--- src/rtl/fetch_unit_if.sv ---
// Fetch unit bundle.
// Groups the redirect input, the instruction-memory request/response channel
// and the decode-side instruction channel into one interface.
// The master modport is the fetch unit; the slave modport is its surroundings.
interface fetch_unit_if;
    logic        redirect;
    logic [31:0] redirect_pc;
    logic        imem_req_valid;
    logic        imem_req_ready;
    logic [31:0] imem_req_addr;
    logic        imem_rsp_valid;
    logic [31:0] imem_rsp_data;
    logic        inst_valid;
    logic        inst_ready;
    logic [31:0] inst;
    logic [31:0] inst_pc;

    modport master (
        input  redirect, redirect_pc, imem_req_ready, imem_rsp_valid,
               imem_rsp_data, inst_ready,
        output imem_req_valid, imem_req_addr, inst_valid, inst, inst_pc
    );

    modport slave (
        output redirect, redirect_pc, imem_req_ready, imem_rsp_valid,
               imem_rsp_data, inst_ready,
        input  imem_req_valid, imem_req_addr, inst_valid, inst, inst_pc
    );
endinterface

--- src/rtl/fetch_unit.sv ---
// Instruction fetch stage.
// Owns the PC and issues word-aligned fetches under a credit limit. Each
// in-flight fetch address is remembered in an address queue, so a returning
// word can be paired with its PC in the instruction FIFO feeding decode.
// A redirect flushes the FIFO and arranges for every fetch still in flight
// to be discarded when it returns.
module fetch_unit #(
    parameter logic [31:0] RESET_PC   = 32'h0000_0000,
    parameter int          FIFO_DEPTH = 4
) (
    input  logic         clk,
    input  logic         rst,
    fetch_unit_if.master bus
);
    localparam int AW = $clog2(FIFO_DEPTH);
    localparam int CW = AW + 1;
    localparam logic [CW-1:0] DEPTH_C = CW'(FIFO_DEPTH);

    logic [31:0]   pc_q, pc_d;
    logic [31:0]   aq_addr_q [FIFO_DEPTH];
    logic [AW-1:0] aq_rd_q, aq_rd_d, aq_wr_q, aq_wr_d;
    logic [31:0]   fifo_pc_q   [FIFO_DEPTH];
    logic [31:0]   fifo_inst_q [FIFO_DEPTH];
    logic [AW-1:0] f_rd_q, f_rd_d, f_wr_q, f_wr_d;
    logic [CW-1:0] f_cnt_q, f_cnt_d;
    logic [CW-1:0] outstanding_q, outstanding_d;
    logic [CW-1:0] drop_cnt_q, drop_cnt_d;
    logic [CW:0]   credit_used;
    logic          req_fire, rsp_push, inst_pop;

    // In-flight fetches plus buffered words never exceed the FIFO depth, so
    // every response is guaranteed a FIFO slot.
    assign credit_used        = {1'b0, outstanding_q} + {1'b0, f_cnt_q};
    assign bus.imem_req_valid = !rst && !bus.redirect && (credit_used < {1'b0, DEPTH_C});
    assign bus.imem_req_addr  = pc_q;
    assign bus.inst_valid     = (f_cnt_q != '0) && !bus.redirect;
    assign bus.inst           = fifo_inst_q[f_rd_q];
    assign bus.inst_pc        = fifo_pc_q[f_rd_q];

    assign req_fire = bus.imem_req_valid && bus.imem_req_ready;
    assign rsp_push = bus.imem_rsp_valid && (drop_cnt_q == '0) && !bus.redirect;
    assign inst_pop = bus.inst_valid && bus.inst_ready;

    // Next-state for the PC, queue pointers and counters; redirect overrides all.
    always_comb begin
        pc_d          = pc_q;
        aq_rd_d       = aq_rd_q;
        aq_wr_d       = aq_wr_q;
        f_rd_d        = f_rd_q;
        f_wr_d        = f_wr_q;
        f_cnt_d       = f_cnt_q;
        outstanding_d = outstanding_q;
        drop_cnt_d    = drop_cnt_q;

        if (req_fire) begin
            pc_d          = pc_q + 32'd4;
            aq_wr_d       = aq_wr_q + AW'(1);
            outstanding_d = outstanding_d + CW'(1);
        end
        if (bus.imem_rsp_valid) begin
            aq_rd_d       = aq_rd_q + AW'(1);
            outstanding_d = outstanding_d - CW'(1);
            if (drop_cnt_q != '0) begin
                drop_cnt_d = drop_cnt_q - CW'(1);
            end
        end
        if (rsp_push) begin
            f_wr_d  = f_wr_q + AW'(1);
            f_cnt_d = f_cnt_d + CW'(1);
        end
        if (inst_pop) begin
            f_rd_d  = f_rd_q + AW'(1);
            f_cnt_d = f_cnt_d - CW'(1);
        end
        if (bus.redirect) begin
            pc_d       = bus.redirect_pc & 32'hFFFF_FFFC;
            f_rd_d     = '0;
            f_wr_d     = '0;
            f_cnt_d    = '0;
            drop_cnt_d = outstanding_q - (bus.imem_rsp_valid ? CW'(1) : CW'(0));
        end
    end

    // State registers and queue storage, cleared asynchronously on reset.
    always_ff @(posedge clk or posedge rst) begin
        if (rst) begin
            pc_q          <= RESET_PC;
            aq_rd_q       <= '0;
            aq_wr_q       <= '0;
            f_rd_q        <= '0;
            f_wr_q        <= '0;
            f_cnt_q       <= '0;
            outstanding_q <= '0;
            drop_cnt_q    <= '0;
            for (int i = 0; i < FIFO_DEPTH; i++) begin
                aq_addr_q[i]   <= '0;
                fifo_pc_q[i]   <= '0;
                fifo_inst_q[i] <= '0;
            end
        end else begin
            pc_q          <= pc_d;
            aq_rd_q       <= aq_rd_d;
            aq_wr_q       <= aq_wr_d;
            f_rd_q        <= f_rd_d;
            f_wr_q        <= f_wr_d;
            f_cnt_q       <= f_cnt_d;
            outstanding_q <= outstanding_d;
            drop_cnt_q    <= drop_cnt_d;
            if (req_fire) begin
                aq_addr_q[aq_wr_q] <= pc_q;
            end
            if (rsp_push) begin
                fifo_pc_q[f_wr_q]   <= aq_addr_q[aq_rd_q];
                fifo_inst_q[f_wr_q] <= bus.imem_rsp_data;
            end
        end
    end

    // A response with nothing in flight means the memory broke the protocol.
    rsp_needs_request: assert property (@(posedge clk) disable iff (rst)
        !(bus.imem_rsp_valid && (outstanding_q == '0)));

endmodule

--- src/flat_wrapper.sv ---
// flat-port wrapper written by rule: the top's interface ports become plain ports
module fetch_unit_flat 
#(
    parameter logic [31:0] RESET_PC   = 32'h0000_0000,
    parameter int          FIFO_DEPTH = 4
)
  (clk, rst, bus_redirect, bus_redirect_pc, bus_imem_req_ready, bus_imem_rsp_valid, bus_imem_rsp_data, bus_inst_ready, bus_imem_req_valid, bus_imem_req_addr, bus_inst_valid, bus_inst, bus_inst_pc);
  fetch_unit_if bus_i ();
  input  logic clk;
  input  logic rst;
  input wire logic [$bits(bus_i.redirect)-1:0] bus_redirect;
  input wire logic [$bits(bus_i.redirect_pc)-1:0] bus_redirect_pc;
  input wire logic [$bits(bus_i.imem_req_ready)-1:0] bus_imem_req_ready;
  input wire logic [$bits(bus_i.imem_rsp_valid)-1:0] bus_imem_rsp_valid;
  input wire logic [$bits(bus_i.imem_rsp_data)-1:0] bus_imem_rsp_data;
  input wire logic [$bits(bus_i.inst_ready)-1:0] bus_inst_ready;
  output wire logic [$bits(bus_i.imem_req_valid)-1:0] bus_imem_req_valid;
  output wire logic [$bits(bus_i.imem_req_addr)-1:0] bus_imem_req_addr;
  output wire logic [$bits(bus_i.inst_valid)-1:0] bus_inst_valid;
  output wire logic [$bits(bus_i.inst)-1:0] bus_inst;
  output wire logic [$bits(bus_i.inst_pc)-1:0] bus_inst_pc;
  assign bus_i.redirect = bus_redirect;
  assign bus_i.redirect_pc = bus_redirect_pc;
  assign bus_i.imem_req_ready = bus_imem_req_ready;
  assign bus_i.imem_rsp_valid = bus_imem_rsp_valid;
  assign bus_i.imem_rsp_data = bus_imem_rsp_data;
  assign bus_i.inst_ready = bus_inst_ready;
  assign bus_imem_req_valid = bus_i.imem_req_valid;
  assign bus_imem_req_addr = bus_i.imem_req_addr;
  assign bus_inst_valid = bus_i.inst_valid;
  assign bus_inst = bus_i.inst;
  assign bus_inst_pc = bus_i.inst_pc;
  fetch_unit #(.RESET_PC(RESET_PC), .FIFO_DEPTH(FIFO_DEPTH)) u_core (.clk(clk), .rst(rst), .bus(bus_i));
endmodule
--- config.mk ---
export PLATFORM = sky130hd
export DESIGN_NAME = fetch_unit_flat
export DESIGN_NICKNAME = d
export VERILOG_FILES = /design/src/rtl/fetch_unit_if.sv /design/src/rtl/fetch_unit.sv /design/src/flat_wrapper.sv
export SDC_FILE = /design/constraint.sdc
export NUM_CORES = 1
export LEC_CHECK = 0
export ABC_CLOCK_PERIOD_IN_PS = 13700
export BUFFER_PORTS_ARGS = -buffer_cell sky130_fd_sc_hd__clkbuf_2
export CAP_MARGIN = 20
export CELL_PAD_IN_SITES_DETAIL_PLACEMENT = 0
export CELL_PAD_IN_SITES_GLOBAL_PLACEMENT = 1
export CORE_MARGIN = 1.5
export CORE_UTILIZATION = 40
export DETAILED_ROUTE_END_ITERATION = 10
export PLACE_DENSITY = 0.66
export SETUP_SLACK_MARGIN = 0.2
export SLEW_MARGIN = 20
export SYNTH_ARGS = -nofsm -noshare
export SYNTH_HDL_FRONTEND = slang
export SYNTH_SLANG_ARGS = --single-unit
export TNS_END_PERCENT = 1
--- constraint.sdc ---
create_clock -name clk -period 13.7 [get_ports clk]
set_input_delay 2.055 -clock clk [delete_from_list [all_inputs] [get_ports clk]]
set_output_delay 2.055 -clock clk [all_outputs]
set_load 0.03 [all_outputs]
# After elaboration in Yosys (flattened, before gate mapping)
# Cells that the tools add are included.
[totals]
input_bits = 70
elab_cells = 94
output_inout_bits = 98
register_bits = 433
[op_classes]
n_addsub = 12
magnitude_cmp = 7
n_bitwise = 4
n_reduce_logical = 20
muxes = 31
[ops]
columns = ["cell", "n"]
rows = [
  ["128-bit bitwise mux", 3],
  ["32-bit two-way mux", 10],
  ["32-bit binary-select mux with 2-bit select", 3],
  ["32-bit demux with 2-bit select", 2],
  ["32-bit by 3-bit adder with 32-bit output, second input constant", 1],
  ["3-bit two-way mux", 8],
  ["3-bit greater-or-equal comparator, second input constant", 4],
  ["2-bit NOT with 3-bit output", 4],
  ["2-bit nonzero test", 5],
  ["1-bit logical AND", 9],
  ["3-bit by 1-bit subtractor with 3-bit output, second input constant", 3],
  ["2-bit by 1-bit adder with 2-bit output, second input constant", 4],
  ["2-bit two-way mux", 4],
  ["3-bit by 1-bit adder with 3-bit output, second input constant", 2],
  ["3-bit by 1-bit less-than comparator with 1-bit output, second input constant", 2],
  ["3-bit nonzero test", 2],
  ["3-bit by 3-bit adder with 4-bit output", 1],
  ["4-bit by 3-bit less-than comparator with 1-bit output, second input constant", 1],
  ["3-bit logical NOT", 1],
  ["3-bit subtractor", 1],
  ["1-bit logical NOT", 2],
  ["2-bit AND reduction", 1],
  ["1-bit two-way mux", 1],
]

# Longest topological paths before layout
[logic_depth]
depth_word = 7
depth_mapped = 11
ltp_nobuf = 11

# Worst setup path after synthesis
# No wires, ideal clock.
[synth_path]
path_kind = "in2out"
startpoint = "input port bus_redirect"
endpoint = "output port bus_inst_valid"
arrival_time_ns = 2.888
required_ns = 11.645
n_path_buf = 2
setup_slack_ns = 8.757
path_stages = 3
cell_sequence = "buf_2 -> clkbuf_1 -> nor2b_1"
[synth_between]
elab_chain_len = 2
[synth_lines]
columns = ["element", "line", "rtl"]
rows = [
  ["start, declared", "flat_wrapper.sv:11", "input wire logic [$bits(bus_i.redirect)-1:0] bus_redirect;"],
  ["1-bit logical NOT", "fetch_unit.sv:36", "assign bus.inst_valid = (f_cnt_q != '0) && !bus.redirect;"],
  ["1-bit logical AND", "fetch_unit.sv:36", ""],
  ["end, declared", "flat_wrapper.sv:19", "output wire logic [$bits(bus_i.inst_valid)-1:0] bus_inst_valid;"],
]
# No other way between the ends.

# Worst setup path after layout
[layout_path]
startpoint = "register u_core.f_rd_q[0]"
endpoint = "output port bus_inst_pc[6]"
[layout_between]
elab_chain_len = 4
[layout_lines]
columns = ["element", "line", "rtl"]
rows = [
  ["start, declared", "fetch_unit.sv:24", "logic [AW-1:0] f_rd_q, f_rd_d, f_wr_q, f_wr_d;"],
  ["start signal, assigned", "fetch_unit.sv:104", "f_rd_q <= f_rd_d;"],
  ["2-bit NOT with 3-bit output (implied by the code)", "fetch_unit.sv:38", "assign bus.inst_pc = fifo_pc_q[f_rd_q];"],
  ["32-bit binary-select mux with 2-bit select", "fetch_unit.sv:38", ""],
  ["32-bit two-way mux (implied by the code) (2 in a row)", "fetch_unit.sv:38", ""],
  ["end, declared", "flat_wrapper.sv:21", "output wire logic [$bits(bus_i.inst_pc)-1:0] bus_inst_pc;"],
]
# No other way between the ends. The select of a mux whose other input is x is not followed.

==> flow_summary_export.csv <==
group,metric,value,unit
yosys,ys_warn_count,0,
floorplan,core_area,46600,sq um
global_route,top_usage_layer,"met2",
yosys,synth-seq-cells,415,
timing,rsz0062_at_grt,"no",
layout,drive_gt1_share,47.4,%
global_route,grt_max_degree,73,
yosys,ys_seq_area_share,55.0,%
yosys,ys.flop_type,"dfrtp_1",
critical_path,r2r_start,"u_core.outstanding_q[2]",
global_route,grtUsageMet3,3.67,%
clocking,cts_hold_buf,0,
layout,num_antenna_cells,0,
place,dp.cells,1957,
clocking,root_buffer,"clkbuf_16",
clocking,clkSinkCount,415,
timing,hold_viol_final,0,
yosys,synth_cells,1260,
yosys,synth-compound-area-share,3.19,%
floorplan,initial_core_util,40.6,%
clocking,clkLatencyLatePin,0.57,ns
detailed_routing,vias_per_cell,5.42,
detailed_routing,drt_iter0_drc,614,
global_route,first_global_vias,11824,
place,port_buffers,161,
critical_path,regToRegSetupSlack,10.90,ns
status,status,"finished, final reports clean",
layout,multi_input_area,7950,sq um
global_route,met2_usage,29.4,%
yosys,synth_area_per_cell,15.0,sq um
timing,fin_crit,5.14,ns
layout,area_growth,14.5,%
pwr,p_seq_share,40.5,%
yosys,synth.area.mux_share,32.1,%
yosys,yosys.area_share.adder,1.32,%
detailed_routing,post_drt_wl_per_cell,21.2,microns
yosys,synth_cell_type_count,60,
critical_path,worstRegToRegCells,8,
layout,fin_area,21600,sq um
job,drv_cap,0,
clocking,clkTransAtPathRegs,0.06,ns
critical_path,r2r_end,"u_core.bus.imem_req_addr[29]",
clocking,cts_resized,0,
critical_path,crit_path_max_fanout,35,
layout,filler_cell_count,4106,
floorplan,ios,168,
critical_path,crit_path_end_kind,"output port",
pwr,p_sw_share,33.2,%
layout,fin_cells,2044,
timing,clock-skew-final,0.0165,ns
timing,finalSetupViolCount,0,
place,dpl-instance-area,20100,sq um
pwr,powerDensity,198,nW/um^2
place,routabilityCongestion,0.740,
detailed_routing,num_vias,11088,
pwr,power.internal,2.86,mW
floorplan,die-area,48600,sq um
hold_path,min_path_cells,2,
timing,worstMarginPinSlew,1.11,ns
hold_path,hold_path_end,"u_core.aq_addr_q[84]",
layout,final-seq-area,10400,sq um
pwr,leakagePower,10.4,nW
yosys,synth_top_family_by_area,"multiplexers",
pwr,clkPwrFrac,28.7,%
global_route,grt_overflow,0,
yosys,async_reset_ff_share,100,%
global_route,grt_usage,18.4,%
critical_path,crit_type,"flip-flop to output port",
floorplan,fp.dieW,220,microns
global_route,antenna_found_initial,0,
timing,max_freq,194,MHz
detailed_routing,detail-route-antenna-nets,0,
timing,finalSetupTns,0,ns
hold_path,hp-start,"u_core.aq_addr_q[84]",
timing,post-route-worst-setup-slack,8.56,ns
yosys,syn_area,18900,sq um
detailed_routing,first_pass_iters,4,
global_route,met1_usage,25.8,%
clocking,post_cts_buffers,0,
floorplan,row_count,79,
pwr,peakVddDrop,131,uV
yosys,synth_edf_count,0,
clocking,clk_path_buf_depth,3,
critical_path,worstPathRequired,11.64,ns
pwr,pwr-share-comb,30.8,%
detailed_routing,drc_errors,0,
layout,fin_nets,1489,
floorplan,die_h,220,microns
yosys,synth-xor-area-share,0.742,%
clocking,htree_levels,2,
critical_path,cp.arrival,3.09,ns
place,place_hpwl,26.2,mm
yosys,synth-simple-area-share,4.63,%
critical_path,start_kind,"flip-flop",
place,dpl_worst_slack,8.54,ns
timing,maxSlewHeadroom,26.0,%
hold_path,hold_class,"flip-flop to flip-flop",
pwr,p_sw,1.42,mW
timing,timing.final.crit_share,37.6,%
timing,drv_slew,0,
clocking,cts_inserted_buffers,47,
global_route,grt_pass1_wl,68.5,mm
detailed_routing,drt-total-wl,43.3,mm
timing,hold_slack,0.477,ns
clocking,cts_tree,"yes",
==> cells in the final DEF (no fill, tap or decap), types with 4 or more instances in the layout <==
cell	n
nor2_1	21
nand2_4	6
a21o_1	5
mux2i_1	10
conb_1	4
clkbuf_16	48
buf_4	18
a221o_1	11
dfrtp_1	412
nand2b_1	8
a21oi_1	8
nand2_1	57
xor2_1	6
mux2_2	319
xnor2_1	10
clkbuf_1	17
clkbuf_8	12
ha_1	20
nor3_1	12
o211ai_1	5
and3_1	5
clkbuf_2	161
clkinv_2	7
inv_1	17
nand3_1	13
o21ai_0	39
nand4_1	15
mux4_2	92
mux2_1	26
==> cells in the mapped netlist (9+ instances only) <==
cell type | n | area [sq um]
mux2i_1 | 10 | 100
mux2_1 | 26 | 293
nor2_1 | 21 | 78.8
o21ai_0 | 39 | 195
nor3_1 | 12 | 60.1
a221o_1 | 11 | 110
buf_2 | 45 | 225
buf_4 | 12 | 90.1
mux2_2 | 319 | 3590
nand4_1 | 15 | 93.8
mux4_2 | 92 | 2070
buf_6 | 9 | 101
xnor2_1 | 10 | 87.6
ha_1 | 20 | 250
clkbuf_1 | 19 | 71.3
dfrtp_1 | 415 | 10400
inv_1 | 18 | 67.6
nand3_1 | 13 | 65.1
nand2_1 | 57 | 214
==> power groups by stage <==
stage	combinational (mW)	clock [mW]	sequential, mW
after global placement	1.32	0	1.74
after global routing	1.43	1.32	1.78
after CTS	1.35	1.27	1.74
after detailed placement	1.35	0	1.76
final	1.32	1.23	1.74
after floorplan	1.05	0	1.68
==> metal layers <==
metal  up-vias  routed length (microns)  part of all wire [%]
met3        48                     2040                   4.7
met2       219                    20500                    47
met5         -                        0                     0
li1       4939                        -                     -
met1      5882                    20100                    46
met4         0                      663                   1.5
==> cells by family after synthesis <==
logic type | Yosys count
other cells | 1
fa+ha+maj | 20
compound gates | 90
simple gates | 161
flops | 415
xor+xnor | 16
buf+inv | 110
mux | 447
==> sequential cells by signal, indices dropped and copies added (netlist names), 3 cells and up <==
register / cells
u_core.outstanding_q: 3
u_core.fifo_inst_q: 128
u_core.drop_cnt_q: 3
u_core.f_cnt_q: 3
u_core.bus.imem_req_addr: 30
u_core.aq_addr_q: 120
u_core.fifo_pc_q: 120
==> metrics by stage <==
stage | utilization [%] | power (mW)
floorplan | - | 2.73
global placement | 43.2 | 3.06
detailed placement | 43.2 | 3.10
CTS | 46.5 | 4.36
global route | 46.5 | 4.53
finish | 46.5 | 4.29
==> worst max path at each step <==
stage	slack, ns	cells after the start	to	startpoint
2_1_floorplan	6.05	1	u_core.aq_addr_q[100]	rst
3_3_place_gp	8.54	5	bus_imem_req_valid	bus_redirect
3_5_place_dp	8.54	5	bus_imem_req_valid	bus_redirect
4_1_cts	8.42	3	bus_inst_pc[6]	u_core.f_rd_q[0]
5_1_grt	8.33	3	bus_inst_pc[6]	u_core.f_rd_q[0]
6_report	8.56	3	bus_inst_pc[6]	u_core.f_rd_q[0]
==> final cells by class <==
type / instances / area share (%)
clock inverters: 10 / 0.416
multi-input cells: 738 / 36.7
flip-flops and latches: 415 / 48.0
inverters: 18 / 0.330
repair buffers: 179 / 4.35
clock buffers: 77 / 6.61
well taps: 607 / 3.51
==> worst max-delay path, stage by stage (launching register included) <==
cell	delay, ns
dfrtp_4	0.89
buf_4	0.74
mux4_2	0.63
clkbuf_2	0.21
No activity file was read; power rests on OpenSTA's default activity.
